$ cat src/rtl/cmul_arbiter_pkg.sv
// Shared types and helpers for the complex-multiplier arbiter.
//   CPLX_W / PROD_W : operand and product component widths
//   cplx16_t        : packed {re, im} 16-bit signed operand
//   cplx32_t        : packed {re, im} 32-bit signed product
//   rr_pick()       : round-robin grant index search
package cmul_pkg;

  localparam int unsigned CPLX_W   = 16;
  localparam int unsigned PROD_W   = 32;

  // rr_pick works on a fixed 8-wide vector; callers zero-extend.
  localparam int unsigned RR_MAX   = 8;
  localparam int unsigned RR_IDX_W = 3;

  typedef struct packed {
    logic signed [CPLX_W-1:0] re;
    logic signed [CPLX_W-1:0] im;
  } cplx16_t;

  typedef struct packed {
    logic signed [PROD_W-1:0] re;
    logic signed [PROD_W-1:0] im;
  } cplx32_t;

  // First set bit of valid at or above ptr, wrapping modulo n.
  // Returns 0 when nothing is valid; the caller qualifies with |valid.
  function automatic logic [RR_IDX_W-1:0] rr_pick(input logic [RR_MAX-1:0]   valid,
                                                  input logic [RR_IDX_W-1:0] ptr,
                                                  input int unsigned         n);
    logic [RR_IDX_W-1:0] pick;
    logic                found;
    int unsigned         idx;
    pick  = '0;
    found = 1'b0;
    for (int unsigned k = 0; k < RR_MAX; k++) begin
      idx = (32'(ptr) + k) % n;
      if (!found && (k < n) && valid[idx[RR_IDX_W-1:0]]) begin
        pick  = idx[RR_IDX_W-1:0];
        found = 1'b1;
      end
    end
    return pick;
  endfunction

endpackage

$ cat src/rtl/cmul_arbiter_if.sv
// Requester/response bundle of the shared complex multiplier.
//   req_valid/req_ready : per-requester handshake
//   req_a/req_b         : per-requester operands, packed {re[15:0], im[15:0]}
//   rsp_valid/rsp_ready : response handshake
//   rsp_id              : index of the requester that issued the product
//   rsp_data            : product, packed {re[31:0], im[31:0]}
// Modports: slave = the arbiter, master = the requesters plus response consumer.
interface cmul_arbiter_if #(
  parameter int unsigned NUM_REQ = 2,
  parameter int unsigned ID_W    = (NUM_REQ > 1) ? $clog2(NUM_REQ) : 1
);

  logic [NUM_REQ-1:0]       req_valid;
  logic [NUM_REQ-1:0]       req_ready;
  logic [NUM_REQ-1:0][31:0] req_a;
  logic [NUM_REQ-1:0][31:0] req_b;
  logic                     rsp_valid;
  logic                     rsp_ready;
  logic [ID_W-1:0]          rsp_id;
  logic [63:0]              rsp_data;

  modport slave (
    input  req_valid, req_a, req_b, rsp_ready,
    output req_ready, rsp_valid, rsp_id, rsp_data
  );

  modport master (
    output req_valid, req_a, req_b, rsp_ready,
    input  req_ready, rsp_valid, rsp_id, rsp_data
  );

endinterface

$ cat src/rtl/cmul_arbiter_complexmultiplier.sv
// Combinational signed complex multiplier.
//   a, b : 16-bit signed complex operands
//   p    : 32-bit signed complex product; sum/difference wrap, no saturation
module complexmultiplier
  import cmul_pkg::*;
(
  input  cplx16_t a,
  input  cplx16_t b,
  output cplx32_t p
);

  logic signed [PROD_W-1:0] rr, ii, ri, ir;

  // Each 16x16 signed product fits exactly in 32 bits.
  assign rr = PROD_W'(a.re) * PROD_W'(b.re);
  assign ii = PROD_W'(a.im) * PROD_W'(b.im);
  assign ri = PROD_W'(a.re) * PROD_W'(b.im);
  assign ir = PROD_W'(a.im) * PROD_W'(b.re);

  assign p.re = rr - ii;
  assign p.im = ri + ir;

endmodule

$ cat src/rtl/cmul_arbiter.sv
// Round-robin arbiter sharing one complexmultiplier between NUM_REQ requesters.
//   clk   : clock, rising edge
//   rst_n : asynchronous active-low reset
//   bus   : cmul_arbiter_if slave port (request handshakes, registered response)
// One grant per cycle; product registered with 1-cycle latency, tagged by requester.
module cmul_arbiter
  import cmul_pkg::*;
#(
  parameter int unsigned NUM_REQ = 2,
  parameter int unsigned ID_W    = (NUM_REQ > 1) ? $clog2(NUM_REQ) : 1
) (
  input logic           clk,
  input logic           rst_n,
  cmul_arbiter_if.slave bus
);

  typedef enum logic [0:0] {StEmpty, StFull} out_state_e;

  out_state_e state_q, state_d;

  logic [ID_W-1:0]     ptr_q, ptr_d;
  logic [ID_W-1:0]     rsp_id_q;
  cplx32_t             rsp_data_q;

  logic [RR_MAX-1:0]   valid_ext;
  logic [RR_IDX_W-1:0] pick_full;
  logic [ID_W-1:0]     pick;
  logic [NUM_REQ-1:0]  grant;
  logic                any_valid;
  logic                can_accept;
  logic                xfer;
  logic                rsp_valid;

  cplx16_t op_a, op_b;
  cplx32_t prod;

  // Arbitration
  always_comb begin
    valid_ext                = '0;
    valid_ext[NUM_REQ-1:0]   = bus.req_valid;
  end

  assign pick_full  = rr_pick(valid_ext, RR_IDX_W'(ptr_q), NUM_REQ);
  assign pick       = pick_full[ID_W-1:0];
  assign any_valid  = |bus.req_valid;
  assign grant      = any_valid ? (NUM_REQ'(1) << pick) : '0;
  assign can_accept = !rsp_valid || bus.rsp_ready;
  // Gate with rst_n so nothing is accepted while reset is held.
  assign xfer       = any_valid && can_accept && rst_n;

  assign bus.req_ready = xfer ? grant : '0;

  always_comb begin
    ptr_d = ptr_q;
    if (xfer) begin
      ptr_d = (pick == ID_W'(NUM_REQ - 1)) ? '0 : pick + 1'b1;
    end
  end

  // Shared multiplier, fed from the granted requester
  assign op_a = cplx16_t'(bus.req_a[pick]);
  assign op_b = cplx16_t'(bus.req_b[pick]);

  complexmultiplier u_cmul (
    .a (op_a),
    .b (op_b),
    .p (prod)
  );

  // Output register FSM: state register
  always_ff @(posedge clk or negedge rst_n) begin
    if (!rst_n) begin
      state_q <= StEmpty;
    end else begin
      state_q <= state_d;
    end
  end

  // Output register FSM: next state
  always_comb begin
    state_d = state_q;
    unique case (state_q)
      StEmpty: if (xfer) state_d = StFull;
      StFull: begin
        if (xfer) begin
          state_d = StFull;
        end else if (bus.rsp_ready) begin
          state_d = StEmpty;
        end
      end
      default: state_d = StEmpty;
    endcase
  end

  // Output register FSM: outputs
  always_comb begin
    rsp_valid = 1'b0;
    unique case (state_q)
      StEmpty: rsp_valid = 1'b0;
      StFull:  rsp_valid = 1'b1;
      default: rsp_valid = 1'b0;
    endcase
  end

  // Payload and pointer; payload holds its value when drained.
  always_ff @(posedge clk or negedge rst_n) begin
    if (!rst_n) begin
      ptr_q      <= '0;
      rsp_id_q   <= '0;
      rsp_data_q <= '0;
    end else begin
      ptr_q <= ptr_d;
      if (xfer) begin
        rsp_id_q   <= pick;
        rsp_data_q <= prod;
      end
    end
  end

  assign bus.rsp_valid = rsp_valid;
  assign bus.rsp_id    = rsp_id_q;
  assign bus.rsp_data  = rsp_data_q;

endmodule

$ cat src/flat_wrapper.sv
// flat-port wrapper written by rule: the top's interface ports become plain ports
module cmul_arbiter_flat import cmul_pkg::*;
#(
  parameter int unsigned NUM_REQ = 2,
  parameter int unsigned ID_W    = (NUM_REQ > 1) ? $clog2(NUM_REQ) : 1
)
  (clk, rst_n, bus_req_valid, bus_req_a, bus_req_b, bus_rsp_ready, bus_req_ready, bus_rsp_valid, bus_rsp_id, bus_rsp_data);
  cmul_arbiter_if #(.NUM_REQ(NUM_REQ), .ID_W(ID_W)) bus_i ();
  input logic clk;
  input logic rst_n;
  input wire logic [$bits(bus_i.req_valid)-1:0] bus_req_valid;
  input wire logic [$bits(bus_i.req_a)-1:0] bus_req_a;
  input wire logic [$bits(bus_i.req_b)-1:0] bus_req_b;
  input wire logic [$bits(bus_i.rsp_ready)-1:0] bus_rsp_ready;
  output wire logic [$bits(bus_i.req_ready)-1:0] bus_req_ready;
  output wire logic [$bits(bus_i.rsp_valid)-1:0] bus_rsp_valid;
  output wire logic [$bits(bus_i.rsp_id)-1:0] bus_rsp_id;
  output wire logic [$bits(bus_i.rsp_data)-1:0] bus_rsp_data;
  assign bus_i.req_valid = bus_req_valid;
  assign bus_i.req_a = bus_req_a;
  assign bus_i.req_b = bus_req_b;
  assign bus_i.rsp_ready = bus_rsp_ready;
  assign bus_req_ready = bus_i.req_ready;
  assign bus_rsp_valid = bus_i.rsp_valid;
  assign bus_rsp_id = bus_i.rsp_id;
  assign bus_rsp_data = bus_i.rsp_data;
  cmul_arbiter #(.NUM_REQ(NUM_REQ), .ID_W(ID_W)) u_core (.clk(clk), .rst_n(rst_n), .bus(bus_i));
endmodule
$ cat config.mk
export PLATFORM = sky130hd
export DESIGN_NAME = cmul_arbiter_flat
export DESIGN_NICKNAME = d
export VERILOG_FILES = /design/src/rtl/cmul_arbiter_pkg.sv /design/src/rtl/cmul_arbiter_if.sv /design/src/rtl/cmul_arbiter_complexmultiplier.sv /design/src/rtl/cmul_arbiter.sv /design/src/flat_wrapper.sv
export SDC_FILE = /design/constraint.sdc
export NUM_CORES = 2
export LEC_CHECK = 0
export CAP_MARGIN = 20
export CORE_MARGIN = 10
export CORE_UTILIZATION = 53
export DETAILED_ROUTE_END_ITERATION = 6
export PLACE_DENSITY = 0.71
export SLEW_MARGIN = 20
export SYNTH_ARGS = -nofsm -noshare
export SYNTH_HDL_FRONTEND = slang
export SYNTH_HIERARCHICAL = 1
export SYNTH_SLANG_ARGS = --single-unit
$ cat constraint.sdc
create_clock -name clk -period 11.8 [get_ports clk]
set_input_delay 2.36 -clock clk [delete_from_list [all_inputs] [get_ports clk]]
set_output_delay 2.36 -clock clk [all_outputs]
set_load 0.05 [all_outputs]
==> impl_metrics.env <==
export IMPL_clockRootBuffer="clkbuf_16"
export IMPL_drtAntennaViolNets=0
export IMPL_start_util_pct=53.73
export IMPL_path_class="in -> reg"
export IMPL_globalplace_congestion=0.9178
export IMPL_grt_max_degree=55
export IMPL_coreArea_um2=80940
export IMPL_rr_worst_depth=29
export IMPL_h_tree_depth=3
export IMPL_rsz0062_at_grt="no"
export IMPL_syn_area_per_cell_um2=9.502
export IMPL_io_buffers=200
export IMPL_crit_top_cell="fa_1"
export IMPL_cpLargestDelayFamily="adder cells"
export IMPL_fin_crit_ns=11.08
export IMPL_synth_edf_count=0
export IMPL_nets=6247
export IMPL_hold_start="u_core/bus.rsp_data[36]$_DFFE_PN0P_"
export IMPL_cp_end_kind="flop"
export IMPL_timing_rr_end="u_core/bus.rsp_data[63]$_DFFE_PN0P_"
export IMPL_clkTransAtPathRegs_ns=0.06
export IMPL_syn_area_um2=43490
export IMPL_slew_viol_final=0
export IMPL_crit_required_ns=12.13
export IMPL_synth_net_count=6166
export IMPL_crit_start="bus_req_valid[0]"
export IMPL_antenna_found_initial=0
export IMPL_critPathMaxFanout=32
export IMPL_endpoint="u_core/bus.rsp_data[63]$_DFFE_PN0P_"
export IMPL_grt_pass1_wl_mm=180.0
export IMPL_area_growth_syn_to_layout_pct=7.788
export IMPL_hold_buffers=0
export IMPL_r2r_start="u_core/ptr_q$_DFFE_PN0P_"
export IMPL_crit_arrival_ns=11.42
export IMPL_firstDrtPassIters=5
export IMPL_slowest_stage="fa_1"
export IMPL_die_y_um=306.5
export IMPL_setup_viol=0
export IMPL_synth_ff_type="dfrtp_1"
export IMPL_ys_seq_area_share_pct=3.855
export IMPL_slew_headroom_pct=35.90
export IMPL_tightest_slew_ns=0.9615
export IMPL_cts_repair_resized=0
export IMPL_worstSkewPairLatency_ns=0.39
export IMPL_ys_warn_count=6
export IMPL_drt_total_wl_mm=108.0
export IMPL_r2r_slack_ns=2.85
export IMPL_max_freq_mhz=90.24
export IMPL_overflow=0
export IMPL_gr_usage_all_layers_pct=24.38
export IMPL_num_vias=29900
export IMPL_final_common_cell="inv_1"
export IMPL_drv_cap=0
export IMPL_critical_path_depth=31
export IMPL_dieArea_um2=93920
export IMPL_cp_num_buf_inv=10
export IMPL_cts_tree="yes"
export IMPL_async_reset_ff_share_pct=100.0
export IMPL_cp_slowest_stage_delay_ns=0.69
export IMPL_hp_class="reg -> reg"
export IMPL_outcome="completed"
export IMPL_finalSetupTns_ns=0
export IMPL_finalHoldViolCount=0
export IMPL_syn_inst=4577
export IMPL_numCtsBuffers=9
export IMPL_fin_crit_sh_pct=93.91
export IMPL_routed_via_density=5.222
export IMPL_clockBufferDepth=2
export IMPL_hpwl_mm=89.62
export IMPL_crit_path_start_kind="input pin"
export IMPL_cts_setup_buffers=0
export IMPL_io_pins=201
export IMPL_drcViolationCount=0
export IMPL_skew_ns=0.007545
export IMPL_mostFrequentLayoutCells="inv_1 (1300), fa_1 (1149), nand2_1 (524)"
export IMPL_grt_pass1_vias=33950
export IMPL_first_iter_violations=1722
export IMPL_rows=104
export IMPL_die_w_um=306.5
export IMPL_cts_sinks=67
export IMPL_yosysUniqueCellTypes=70
export IMPL_yosys_register_bits=67
export IMPL_wl_per_cell_um=18.86
export IMPL_drive_above_1_share_pct=5.083
==> per-layer routing <==
metal	global-route usage, %	share of wire, %	up-vias
li1	-	-	13170
met1	30.87	40	15460
met2	41.53	49	1083
met3	4.060	6.8	185
met4	9.430	4.3	0
met5	0	0	-
==> final cells by class <==
class | instances | area (um2)
multi-input combinational | 2996 | 36050
fill | 7017 | 34060
inverter | 1302 | 4887
timing repair buffer | 282 | 2640
sequential | 67 | 1677
tap | 1060 | 1326
clock buffer | 11 | 242.7
clock inverter | 5 | 52.55
antenna | 2 | 5.005
==> cell families after synthesis <==
logic type | share of synthesized area [%]
AO/OA/AOI/OAI | 2.788
XOR/XNOR | 1.792
buffers and inverters | 13.26
AND/OR/NAND/NOR | 13.04
flip-flops | 3.855
multiplexers | 3.550
adder cells (fa/ha/maj) | 61.72
==> worst min-delay path by stage <==
| stage | end | depth (start not counted) |
|---|---|---|
| 6_report | u_core/bus.rsp_data[36]$_DFFE_PN0P_ | 1 |
| 5_1_grt | u_core/bus.rsp_data[37]$_DFFE_PN0P_ | 1 |
| 4_1_cts | u_core/bus.rsp_data[1]$_DFFE_PN0P_ | 1 |
| 3_5_place_dp | u_core/bus.rsp_data[1]$_DFFE_PN0P_ | 1 |
| 3_3_place_gp | u_core/bus.rsp_data[2]$_DFFE_PN0P_ | 1 |
| 2_1_floorplan | u_core/ptr_q$_DFFE_PN0P_ | 1 |
==> state kept, by name (all words and copies together), names as in the netlist <==
name	cells
u_core/bus.rsp_data	64
u_core/bus.rsp_id	1
u_core/ptr_q	1
u_core/state_q	1
==> cells in the mapped netlist, types with 2 or more instances <==
master     instances  area, um2
inv_1           1300       4880
o211ai_1           6      45.04
o31ai_1            8      60.06
o21a_1             8      60.06
o2111ai_1          2      17.52
o311ai_0           2      17.52
a21boi_0           3      22.52
a31oi_1            4      25.02
o22ai_1            3      18.77
or3_1              4      25.02
a221oi_1           3      26.28
nand4_1            3      18.77
nor3_1            12      60.06
a21oi_1           45      225.2
nand3_1           12      60.06
ha_1             307       3841
nand3b_1           3      22.52
xnor2_1           73      639.4
nand2b_1          29      181.4
and2_1           464       2903
buf_6              5      56.30
xor2_1            16      140.1
a2111oi_0          2      17.52
a211oi_1           9      67.56
o211a_1            2      20.02
clkbuf_1         195      732.0
nor2_1            60      225.2
and3_1             4      25.02
mux2_4            16      240.2
a21o_1            21      157.7
nor2b_1           17      106.4
o21ai_0           33      165.2
nand2_1          524       1967
dfrtp_1           67       1677
o21ai_1            2      10.01
mux2i_1            2      20.02
fa_1            1149      23000
o21bai_1           7      52.55
buf_4              9      67.56
mux2_1             6      67.56
or2_2              4      25.02
mux2_2           108       1216
==> stage by stage <==
step | hold WS [ns] | area [um2] | utilization (%) | worst slack (ns) | cells
CTS | 0.5059 | 46870 | 57.91 | 0.7550 | 5723
global route | 0.5182 | 46870 | 57.91 | 0.08104 | 5723
finish | 0.5036 | 46880 | 57.92 | 0.7182 | 5725
global placement | 0.4867 | 46580 | 57.55 | 0.5071 | 5707
floorplan | 0.5465 | 43490 | - | 1.461 | 4577
detailed placement | 0.4918 | 46580 | 57.55 | 0.3444 | 5707
Power is not shown: default switching activity piles up to over one toggle a cycle in this logic, so the estimate is an artifact.
